`config.mk`:
```
export PLATFORM = sky130hd
export DESIGN_NAME = voq_grant_exec
export DESIGN_NICKNAME = d
export VERILOG_FILES = /design/src/rtl/voq_grant_exec.sv
export SDC_FILE = /design/constraint.sdc
export NUM_CORES = 1
export LEC_CHECK = 0
export CELL_PAD_IN_SITES_DETAIL_PLACEMENT = 1
export CELL_PAD_IN_SITES_GLOBAL_PLACEMENT = 1
export CORE_ASPECT_RATIO = 0.7
export CORE_MARGIN = 2
export CORE_UTILIZATION = 42
export DETAILED_ROUTE_END_ITERATION = 8
export PLACE_DENSITY_LB_ADDON = 0.12
export SLEW_MARGIN = 20
export SYNTH_ARGS = -nofsm -noshare
export SYNTH_HDL_FRONTEND = slang
export SYNTH_SLANG_ARGS = --single-unit
```
`constraint.sdc`:
```
create_clock -name clk_i -period 7.89 [get_ports clk_i]
set_input_delay 1.9725 -clock clk_i [delete_from_list [all_inputs] [get_ports clk_i]]
set_output_delay 1.9725 -clock clk_i [all_outputs]
set_load 0.02 [all_outputs]
```
`src/rtl/voq_grant_exec.sv`:
```
// Executes 4x4 VOQ scheduler grants: per-ingress packet dequeue, crossbar select, and scheduler epoch/snapshot generation.
// Define GRANT_CHECK_EN to build the sticky grant_err_o checker; otherwise grant_err_o is tied low.
module voq_grant_exec #(
   parameter int PKT_WORDS    = 4,
   parameter int SCHED_PERIOD = 8,
   parameter int SCHED_LAT    = 7
) (
   input  logic        clk_i,
   input  logic        reset_i,
   input  logic [15:0] voq_empty_in_i,
   input  logic [3:0]  sched_sel_en_i,
   input  logic [7:0]  sched_sel_i,
   output logic        sched_en_o,
   output logic [3:0]  is_busy_o,
   output logic [7:0]  busy_voq_num_o,
   output logic [15:0] voq_empty_o,
   output logic [3:0]  deq_en_o,
   output logic [7:0]  deq_voq_o,
   output logic [3:0]  xbar_valid_o,
   output logic [7:0]  xbar_src_o,
   output logic [3:0]  xbar_last_o,
   output logic        grant_err_o
);

   localparam int WCW = $clog2(PKT_WORDS) + 1;
   localparam int ECW = (SCHED_PERIOD > 1) ? $clog2(SCHED_PERIOD) : 1;
   localparam int HCW = (SCHED_LAT > 0) ? $clog2(SCHED_LAT + 1) : 1;

   typedef enum logic {IDLE, XFER} ingState_t;

   logic [ECW-1:0] epochCnt_q, epochCnt_d;
   logic           schedEn_q, schedEn_d;
   logic [HCW-1:0] holdCnt_q, holdCnt_d;
   logic [15:0]    voqEmpty_q, voqEmpty_d;

   ingState_t      state_q   [4];
   ingState_t      state_d   [4];
   logic [WCW-1:0] wcnt_q    [4];
   logic [WCW-1:0] wcnt_d    [4];
   logic [1:0]     busyVoq_q [4];
   logic [1:0]     busyVoq_d [4];

   logic [3:0]     deqEn_q, deqEn_d;
   logic [3:0]     lastWord_d;
   logic [7:0]     deqVoq_q, deqVoq_d;
   logic [3:0]     xValid_q, xValid_d;
   logic [7:0]     xSrc_q, xSrc_d;
   logic [3:0]     xLast_q, xLast_d;
   logic [1:0]     selV;

   // Epoch counter, sched_en pulse, and the snapshot that freezes while the scheduler iterates.
   always_comb begin
      epochCnt_d = (epochCnt_q == ECW'(SCHED_PERIOD - 1)) ? '0 : epochCnt_q + 1'b1;
      schedEn_d  = (epochCnt_q == ECW'(SCHED_PERIOD - 1));
      holdCnt_d  = holdCnt_q;
      voqEmpty_d = voqEmpty_q;
      if (schedEn_q && (SCHED_LAT > 0)) begin
         holdCnt_d = HCW'(SCHED_LAT - 1);
      end else if (holdCnt_q != '0) begin
         holdCnt_d = holdCnt_q - 1'b1;
      end else begin
         voqEmpty_d = voq_empty_in_i;
      end
   end

   // Per-ingress packet FSM; wcnt counts words still to be popped after the current one.
   always_comb begin
      selV       = '0;
      deqEn_d    = '0;
      lastWord_d = '0;
      for (int i = 0; i < 4; i++) begin
         state_d[i]   = state_q[i];
         wcnt_d[i]    = wcnt_q[i];
         busyVoq_d[i] = busyVoq_q[i];
         selV         = sched_sel_i[2*i +: 2];
         case (state_q[i])
            IDLE: begin
               if (sched_sel_en_i[i] && !voq_empty_in_i[4*i + int'(selV)]) begin
                  state_d[i]    = XFER;
                  busyVoq_d[i]  = selV;
                  wcnt_d[i]     = WCW'(PKT_WORDS - 1);
                  deqEn_d[i]    = 1'b1;
                  lastWord_d[i] = (PKT_WORDS == 1);
               end
            end
            XFER: begin
               if (wcnt_q[i] == '0) begin
                  state_d[i]   = IDLE;
                  busyVoq_d[i] = '0;
               end else if (!voq_empty_in_i[4*i + int'(busyVoq_q[i])]) begin
                  wcnt_d[i]     = wcnt_q[i] - 1'b1;
                  deqEn_d[i]    = 1'b1;
                  lastWord_d[i] = (wcnt_q[i] == WCW'(1));
               end
            end
            default: state_d[i] = IDLE;
         endcase
      end
   end

   // Crossbar select; scanning from the top lets the lowest popping ingress win a contested egress.
   always_comb begin
      deqVoq_d = '0;
      xValid_d = '0;
      xSrc_d   = '0;
      xLast_d  = '0;
      for (int i = 3; i >= 0; i--) begin
         if (deqEn_d[i]) begin
            deqVoq_d[2*i +: 2]               = busyVoq_d[i];
            xValid_d[busyVoq_d[i]]           = 1'b1;
            xSrc_d[2*int'(busyVoq_d[i]) +: 2] = 2'(i);
            xLast_d[busyVoq_d[i]]            = lastWord_d[i];
         end
      end
   end

   always_ff @(posedge clk_i or posedge reset_i) begin
      if (reset_i) begin
         epochCnt_q <= '0;
         schedEn_q  <= 1'b0;
         holdCnt_q  <= '0;
         voqEmpty_q <= 16'hFFFF;
         deqEn_q    <= '0;
         deqVoq_q   <= '0;
         xValid_q   <= '0;
         xSrc_q     <= '0;
         xLast_q    <= '0;
         for (int i = 0; i < 4; i++) begin
            state_q[i]   <= IDLE;
            wcnt_q[i]    <= '0;
            busyVoq_q[i] <= '0;
         end
      end else begin
         epochCnt_q <= epochCnt_d;
         schedEn_q  <= schedEn_d;
         holdCnt_q  <= holdCnt_d;
         voqEmpty_q <= voqEmpty_d;
         deqEn_q    <= deqEn_d;
         deqVoq_q   <= deqVoq_d;
         xValid_q   <= xValid_d;
         xSrc_q     <= xSrc_d;
         xLast_q    <= xLast_d;
         for (int i = 0; i < 4; i++) begin
            state_q[i]   <= state_d[i];
            wcnt_q[i]    <= wcnt_d[i];
            busyVoq_q[i] <= busyVoq_d[i];
         end
      end
   end

   always_comb begin
      is_busy_o      = '0;
      busy_voq_num_o = '0;
      for (int i = 0; i < 4; i++) begin
         is_busy_o[i]             = (state_q[i] == XFER);
         busy_voq_num_o[2*i +: 2] = busyVoq_q[i];
      end
   end

   assign sched_en_o   = schedEn_q;
   assign voq_empty_o  = voqEmpty_q;
   assign deq_en_o     = deqEn_q;
   assign deq_voq_o    = deqVoq_q;
   assign xbar_valid_o = xValid_q;
   assign xbar_src_o   = xSrc_q;
   assign xbar_last_o  = xLast_q;

`ifdef GRANT_CHECK_EN
   logic       grantErr_q, grantErr_d;
   logic [1:0] selA, selB;

   // Sticky flag for grants the scheduler should never issue and for crossbar collisions.
   always_comb begin
      grantErr_d = grantErr_q;
      selA       = '0;
      selB       = '0;
      for (int i = 0; i < 4; i++) begin
         selA = sched_sel_i[2*i +: 2];
         if (sched_sel_en_i[i]) begin
            if ((state_q[i] == IDLE) && voq_empty_in_i[4*i + int'(selA)]) grantErr_d = 1'b1;
            if ((state_q[i] == XFER) && (selA != busyVoq_q[i]))          grantErr_d = 1'b1;
         end
         for (int j = i + 1; j < 4; j++) begin
            selB = sched_sel_i[2*j +: 2];
            if (sched_sel_en_i[i] && sched_sel_en_i[j] && (selA == selB)) grantErr_d = 1'b1;
            if (deqEn_d[i] && deqEn_d[j] && (busyVoq_d[i] == busyVoq_d[j])) grantErr_d = 1'b1;
         end
      end
   end

   always_ff @(posedge clk_i or posedge reset_i) begin
      if (reset_i) begin
         grantErr_q <= 1'b0;
      end else begin
         grantErr_q <= grantErr_d;
      end
   end

   assign grant_err_o = grantErr_q;
`else
   assign grant_err_o = 1'b0;
`endif

endmodule
```
==> results of run 1 <==
==> registers in the layout, indices dropped and copies added (netlist names) <==
register,cells
busy_voq_num_o,8
deq_en_o,4
deq_voq_o,8
epochCnt_q,3
holdCnt_q,3
is_busy_o,4
sched_en_o,1
voq_empty_o,16
wcnt_q,12
xbar_last_o,4
xbar_src_o,8
xbar_valid_o,4
==> logic make-up after synthesis <==
logic type | after synthesis | share of synthesized area [%]
buffers and inverters | 29 | 3.09
and+or+nand+nor | 124 | 18.4
muxes | 34 | 11.3
DFF | 75 | 49.8
xor gates and xnor gates | 4 | 0.920
other | 1 | 0.0985
adders and majority gates | 16 | 5.26
AOI/OAI and AO/OA | 52 | 11.1
==> layout make-up <==
cell class	instances	area, sq um
clock buffers	11	253
flip-flops and latches	75	1900
well taps	124	155
inverters	22	82.6
fillers	997	3830
clock inverters	5	27.5
repair buffers	89	883
multi-input cells	231	1790
==> routing by layer <==
layer / GRT usage (%) / vias to the layer above / wire length [um]
li1: - / 1363 / -
met1: 28.0 / 1451 / 4600
met2: 33.7 / 62 / 4640
met3: 6.08 / 8 / 511
met4: 5.81 / 0 / 83
met5: 0 / - / 0
==> worst paths after layout <==
check | to | start | slack [ns]
max | xbar_src_o[0]$_DFF_PP0_ | sched_sel_i[6] | 3.83
min | epochCnt_q[0]$_DFF_PP0_ | epochCnt_q[0]$_DFF_PP0_ | 0.44
max reg2reg | xbar_last_o[2]$_DFF_PP0_ | is_busy_o[1]$_DFF_PP0_ | 5.43
min reg2reg | epochCnt_q[0]$_DFF_PP0_ | epochCnt_q[0]$_DFF_PP0_ | 0.44
max in group asynchronous | deq_voq_o[0]$_DFF_PP0_ | reset_i | 5.03
min in group asynchronous | deq_en_o[3]$_DFF_PP0_ | reset_i | 2.27
==> stage by stage <==
stage	setup WS (ns)	std cells	total power, mW	hold WS [ns]	utilization (%)
CTS	3.87	557	1.84	0.443	57.1
detailed placement	3.53	541	1.44	0.432	53.9
global placement	3.59	541	1.40	0.417	53.9
finish	3.83	557	1.82	0.440	57.1
global route	3.69	557	1.94	0.493	57.1
floorplan	4.03	335	1.10	0.403	-
==> Yosys cell counts, drive strengths merged (7+ instances only) <==
| cell type | count | area [sq um] |
|---|---|---|
| nand3 | 7 | 35.0 |
| mux2i | 9 | 90.1 |
| nand2b | 7 | 56.3 |
| nand2 | 31 | 124 |
| and2 | 10 | 62.6 |
| dfrtp | 59 | 1480 |
| nor2b | 14 | 87.6 |
| mux2 | 20 | 229 |
| dfstp | 16 | 420 |
| inv | 22 | 82.6 |
| nor2 | 23 | 86.3 |
| a21oi | 11 | 58.8 |
| ha | 16 | 200 |
==> cells in the final DEF (no fill, tap or decap), types with 5 or more instances in the layout <==
cell type and count:
sky130_fd_sc_hd__and2_1 10, sky130_fd_sc_hd__inv_1 20, sky130_fd_sc_hd__dfstp_2 16, sky130_fd_sc_hd__mux2i_1 9
sky130_fd_sc_hd__ha_1 16, sky130_fd_sc_hd__a21oi_1 10, sky130_fd_sc_hd__nor2b_1 14, sky130_fd_sc_hd__dfrtp_1 59
sky130_fd_sc_hd__mux2_2 19, sky130_fd_sc_hd__nor3_1 5, sky130_fd_sc_hd__clkdlybuf4s50_1 86, sky130_fd_sc_hd__nand3_1 7
sky130_fd_sc_hd__nor2_1 23, sky130_fd_sc_hd__clkbuf_16 9, sky130_fd_sc_hd__a21boi_0 5, sky130_fd_sc_hd__mux4_2 5
sky130_fd_sc_hd__nand2_1 30
==> power by group <==
part | switching [mW] | total [mW] | internal, mW
registers | 0.0991 | 0.603 | 0.504
logic | 0.472 | 0.839 | 0.367
clock network | 0.153 | 0.380 | 0.228
==> worst max-delay path, delay by kind of cell <==
kind                   cells  cell delay, ns
muxes                      1            0.37
buffers and inverters      1            0.60
and+or+nand+nor            2            0.44
AOI/OAI and AO/OA          3            0.89
==> results.env, run 1 <==
CTS.PATH.MAX_BUFFERS=2
IRDROPWORSTVDD_mV=0.130
WORSTSKEWPAIRLATENCY_NS=0.33
HOLD_PATH_CLASS='reg -> reg'
FINALCRITICALPERIOD_NS=4.06
POWER.DENSITY_mW_PER_MM2=358
RSZ0062_AT_GRT='no'
DPL-INSTANCE-AREA_SQ_MM=0.00481
GRT.OVERFLOW.TOTAL=0
POSTCTSRESIZEDCELLS=0
MAXCLOCKFREQUENCY_MHz=246
SYNTH.LIB_CELLS_USED.DISTINCT=67
START_KIND='input port'
ROUTED_WIRE_LENGTH_UM=9840
DOMINANT_REGISTER_CELL_IN_THE_SYNTHESIZED_NETLIST='sky130_fd_sc_hd__dfrtp_1'
DRTITER0DRC=155
CTS_TREE='yes'
CP-END-KIND='flip-flop'
HPWLAFTERDP_UM=7330
WORST_PATH_ARRIVAL_NS=4.29
WL_PER_CELL_UM=17.7
TIMING.HOLD.WORST_PATH_DEPTH=1
CORE_REGION_AREA_SQ_MM=0.00893
TIMING.FINAL.SETUP_VIOLATIONS=0
ROUTED_VIA_COUNT=2884
SEQ_AREA_FRAC_SYNTH_PCT=49.8
POST-CTS-SETUP-BUFFER-COUNT=0
CPPEAKSTAGEDELAY_NS=0.60
ASYNC_FLOP_SHARE_PCT=100
YS.WARNINGS.COUNT=0
GRT_PASS1_VIAS=3087
SYNTH.CELL_AREA_SQ_MM=0.00381
DIE_Y_UM=83.7
TIMING.SETUP.TNS_NS=0
SYNTH_SEQ_CELLS=75
MAX_CAP_VIOL_COUNT=0
DRT-VIAS-PER-INSTANCE=5.18
CTS_CLK_PIN_SLEW_WORST_PATHS_NS=0.06
CELL_CHAIN_OF_THE_CRITICAL_PATH='clkdlybuf4s50_1 > mux2_2 > o2bb2ai_1 > a22oi_1 > nor2_1 > nand2_1 > a21boi_0'
MAXSLEWHEADROOM_PCT=37.5
GLOBAL_ROUTE_WIRE_LENGTH_BEFORE_REPAIR_UM=16300
TIMING.FINAL.HOLD_VIOLATIONS=0
DIODES=0
SETUP.WORST_PATH.CLASS='in -> reg'
GRTUSAGETOTAL_PCT=21.0
HTREE_LEVELS=3
FINAL_MIN_PERIOD_OVER_CLOCK_PERIOD_PCT=51.4
PLACE.PORT_BUFFERS=86
POSTLAYOUTCELLAREA_SQ_MM=0.00509
WORSTMARGINPINSLEW_NS=0.937
LAYOUT-DRIVE-GT1-SHARE_PCT=18.9
WORST_EP_REQUIRED_TIME_NS=8.12
LARGEST_NET_DEGREE_AT_THE_START_OF_GLOBAL_ROUTING=76
WORSTPATHMAXFANOUT=6
SYNTHESIZED_AREA_DIVIDED_BY_SYNTHESIZED_CELL_COUNT_SQ_UM=11.4
FINAL_MAX_SLEW_VIOL_COUNT=0
FIRSTDRTPASSITERS=4
DIE_AREA_SQ_MM=0.00986
PIN_COUNT=88
START_UTIL_PCT=42.7
STATUS='finished clean'
POST_CTS_HOLD_BUFFER_COUNT=0
DETAIL-ROUTE-ANTENNA-NETS=0
NUMBER_OF_FLOPS_MAPPED_TO_ENABLE_CELLS_BY_YOSYS=0
TOTAL_LEAKAGE_POWER_nW=2.26
PLACE.GP.CONGESTION=0.798
SYNTHTOLAYOUTAREAGROWTH_PCT=33.7
POSTSYNTHCELLCOUNT=335
WORST_CLOCK_SKEW_NS=0.00533
REG2REGPATHDEPTH=7
CTS_ROOT_BUF='sky130_fd_sc_hd__clkbuf_16'
CRITICAL-PATH-SLOWEST-CELL='sky130_fd_sc_hd__clkdlybuf4s50_1'
CORE.ROWCOUNT=29
FIN_NETS=474
DRT_DRC_VIOLATIONS_LEFT=0
SYNTH_NETS=381
DIE_W_UM=118
CTS_MADE_BUFFERS=9
CLOCK-SINKS=75
NUMBER_OF_ANTENNA_VIOLATIONS_AT_THE_FIRST_CHECK_IN_GLOBAL_ROUTING=0
Power figures use the tool's default switching activity.
==> inputs of run 2 (changes only) <==
--- a/config.mk
+++ b/config.mk
@@ -9,7 +9,7 @@
 export CELL_PAD_IN_SITES_GLOBAL_PLACEMENT = 1
 export CORE_ASPECT_RATIO = 0.7
 export CORE_MARGIN = 2
-export CORE_UTILIZATION = 42
+export CORE_UTILIZATION = 39
 export DETAILED_ROUTE_END_ITERATION = 8
 export PLACE_DENSITY_LB_ADDON = 0.12
 export SLEW_MARGIN = 20
==> constraint.sdc (replaced) <==
create_clock -name clk_i -period 4.07 [get_ports clk_i]
set_input_delay 1.0175 -clock clk_i [delete_from_list [all_inputs] [get_ports clk_i]]
set_output_delay 1.0175 -clock clk_i [all_outputs]
set_load 0.02 [all_outputs]
==> run 2 against run 1 <==
  * Worst hold slack better by 0.015 ns
  * Combinational power up 91%
  * Sequential cell count did not move
  * Clock-buffer cell count is the same
  * Worst setup slack got worse by 2.8 ns
  * First-iteration DRC count shrank 22%
  * Final area increased by 1.2%
  * Total power increased by 98%
  * Critical endpoint is now xbar_last_o[2]$_DFF_PP0_
  * Highest routed layer unchanged
==> results.env, run 2 (synthesized netlist as in run 1, its figures left out) <==
PLACE.PORT_BUFFERS=86
SETUP.WORST_PATH.CLASS='in -> reg'
TOTAL_LEAKAGE_POWER_nW=2.28
WL_PER_CELL_UM=17.3
WORSTSKEWPAIRLATENCY_NS=0.34
NUMBER_OF_ANTENNA_VIOLATIONS_AT_THE_FIRST_CHECK_IN_GLOBAL_ROUTING=0
POWER.DENSITY_mW_PER_MM2=701
DIE_W_UM=122
DIE_Y_UM=86.7
N_FILL_CELL=1039
DIODES=0
TIMING.FINAL.SETUP_VIOLATIONS=0
WORST_PATH_ARRIVAL_NS=3.31
HOLD_PATH_CLASS='reg -> reg'
IRDROPWORSTVDD_mV=0.336
FINAL_MIN_PERIOD_OVER_CLOCK_PERIOD_PCT=75.8
WORSTMARGINPINSLEW_NS=0.556
HTREE_LEVELS=3
WORSTPATHMAXFANOUT=7
DRT-VIAS-PER-INSTANCE=5.12
MAXSLEWHEADROOM_PCT=63.0
LAYOUT_COMMONEST_CELL='sky130_fd_sc_hd__clkdlybuf4s50_1'
FIN_NETS=476
LARGEST_NET_DEGREE_AT_THE_START_OF_GLOBAL_ROUTING=31
ROUTED_WIRE_LENGTH_UM=9740
CTS.PATH.MAX_BUFFERS=2
LARGEST_REG_FLOPS=16
FINALCRITICALPERIOD_NS=3.08
RSZ0062_AT_GRT='no'
DRT_DRC_VIOLATIONS_LEFT=0
DPL-INSTANCE-AREA_SQ_MM=0.00483
FINAL_MAX_SLEW_VIOL_COUNT=0
POST-CTS-SETUP-BUFFER-COUNT=0
START_KIND='input port'
TIMING.SETUP.TNS_NS=0
CP-END-KIND='flip-flop'
GRTUSAGETOTAL_PCT=19.9
LAYOUT-DRIVE-GT1-SHARE_PCT=19.1
CTS_TREE='yes'
POSTLAYOUTCELLAREA_SQ_MM=0.00515
PLACE.GP.CONGESTION=0.767
SYNTHTOLAYOUTAREAGROWTH_PCT=35.3
GRT_PASS1_VIAS=3043
DRTITER0DRC=121
DIE_AREA_SQ_MM=0.0106
MOSTFREQUENTLAYOUTCELLS='sky130_fd_sc_hd__clkdlybuf4s50_1 (86), sky130_fd_sc_hd__dfrtp_1 (59), sky130_fd_sc_hd__nand2_1 (30), sky130_fd_sc_hd__nor2_1 (23), sky130_fd_sc_hd__inv_1 (20)'
MAXCLOCKFREQUENCY_MHz=324
POST_CTS_HOLD_BUFFER_COUNT=0
CLOCK-SINKS=75
CTS_CLK_PIN_SLEW_WORST_PATHS_NS=0.05
CORE.ROWCOUNT=30
STATUS='finished clean'
TIMING.FINAL.HOLD_VIOLATIONS=0
WORST_EP_REQUIRED_TIME_NS=4.29
START_UTIL_PCT=39.6
CTS_ROOT_BUF='sky130_fd_sc_hd__clkbuf_16'
CORE_REGION_AREA_SQ_MM=0.00961
PIN_COUNT=88
CTS_MADE_BUFFERS=9
GRT.OVERFLOW.TOTAL=0
FIRSTDRTPASSITERS=4
HPWLAFTERDP_UM=7370
ROUTED_VIA_COUNT=2885
POSTCTSRESIZEDCELLS=0
MAX_CAP_VIOL_COUNT=0
DETAIL-ROUTE-ANTENNA-NETS=0
GLOBAL_ROUTE_WIRE_LENGTH_BEFORE_REPAIR_UM=15800
WORST_CLOCK_SKEW_NS=0.00417
==> run 2: through the flow <==
stage / power (mW) / hold WS, ns / instances / worst slack, ns / util [%]
6_report: 3.61 / 0.455 / 563 / 0.985 / 53.6
5_1_grt: 3.86 / 0.484 / 563 / 0.835 / 53.6
4_1_cts: 3.65 / 0.462 / 563 / 0.987 / 53.6
3_5_place_dp: 2.77 / 0.451 / 547 / 0.638 / 50.3
3_3_place_gp: 2.74 / 0.420 / 547 / 0.678 / 50.3
2_1_floorplan: 2.14 / 0.403 / 335 / 1.17 / -
==> run 2: report_power, final <==
group	switching, mW	internal (mW)	total (mW)
combinational	0.874	0.721	1.60
clock	0.297	0.551	0.848
sequential	0.190	0.977	1.17
==> run 2: cell type report <==
type	count	area, sq um	share of cell area (%)
sequential	75	1900	36.8
multi-input combinational	231	1790	34.8
clock buffer	11	243	4.71
tap	128	160	3.11
timing repair buffer	91	898	17.4
clock inverter	5	77.6	1.51
inverter	22	82.6	1.60
==> run 2: worst paths after layout <==
kind                                          from                        to  slack [ns]  depth (start not counted)
setup / recovery                    sched_sel_i[2]  xbar_last_o[2]$_DFF_PP0_        0.99                          8
max in group asynchronous                  reset_i     wcnt_q[5]$_DFFE_PP0P_        2.24                          3
min in group asynchronous                  reset_i     wcnt_q[0]$_DFFE_PP0P_        1.05                          2
hold reg to reg            epochCnt_q[0]$_DFF_PP0_   epochCnt_q[0]$_DFF_PP0_        0.46                          1
hold / removal             epochCnt_q[0]$_DFF_PP0_   epochCnt_q[0]$_DFF_PP0_        0.46                          1
setup reg to reg            is_busy_o[1]$_DFF_PP0_  xbar_last_o[2]$_DFF_PP0_        1.62                          7
==> run 2: layer usage <==
metal / vias to the layer above / track usage (%) / wire length (um)
li1: 1372 / - / -
met1: 1443 / 27.8 / 4770
met2: 62 / 28.7 / 4240
met3: 8 / 8.09 / 607
met4: 0 / 5.12 / 117
met5: - / 0 / 0
==> run 2: worst max-delay path: stages <==
cell	delay, ns
sky130_fd_sc_hd__clkdlybuf4s50_1	0.57
sky130_fd_sc_hd__mux2i_1	0.34
sky130_fd_sc_hd__a22oi_2	0.19
sky130_fd_sc_hd__mux2_4	0.36
sky130_fd_sc_hd__inv_1	0.20
sky130_fd_sc_hd__nor3_1	0.10
sky130_fd_sc_hd__a311o_1	0.33
sky130_fd_sc_hd__a32o_1	0.20
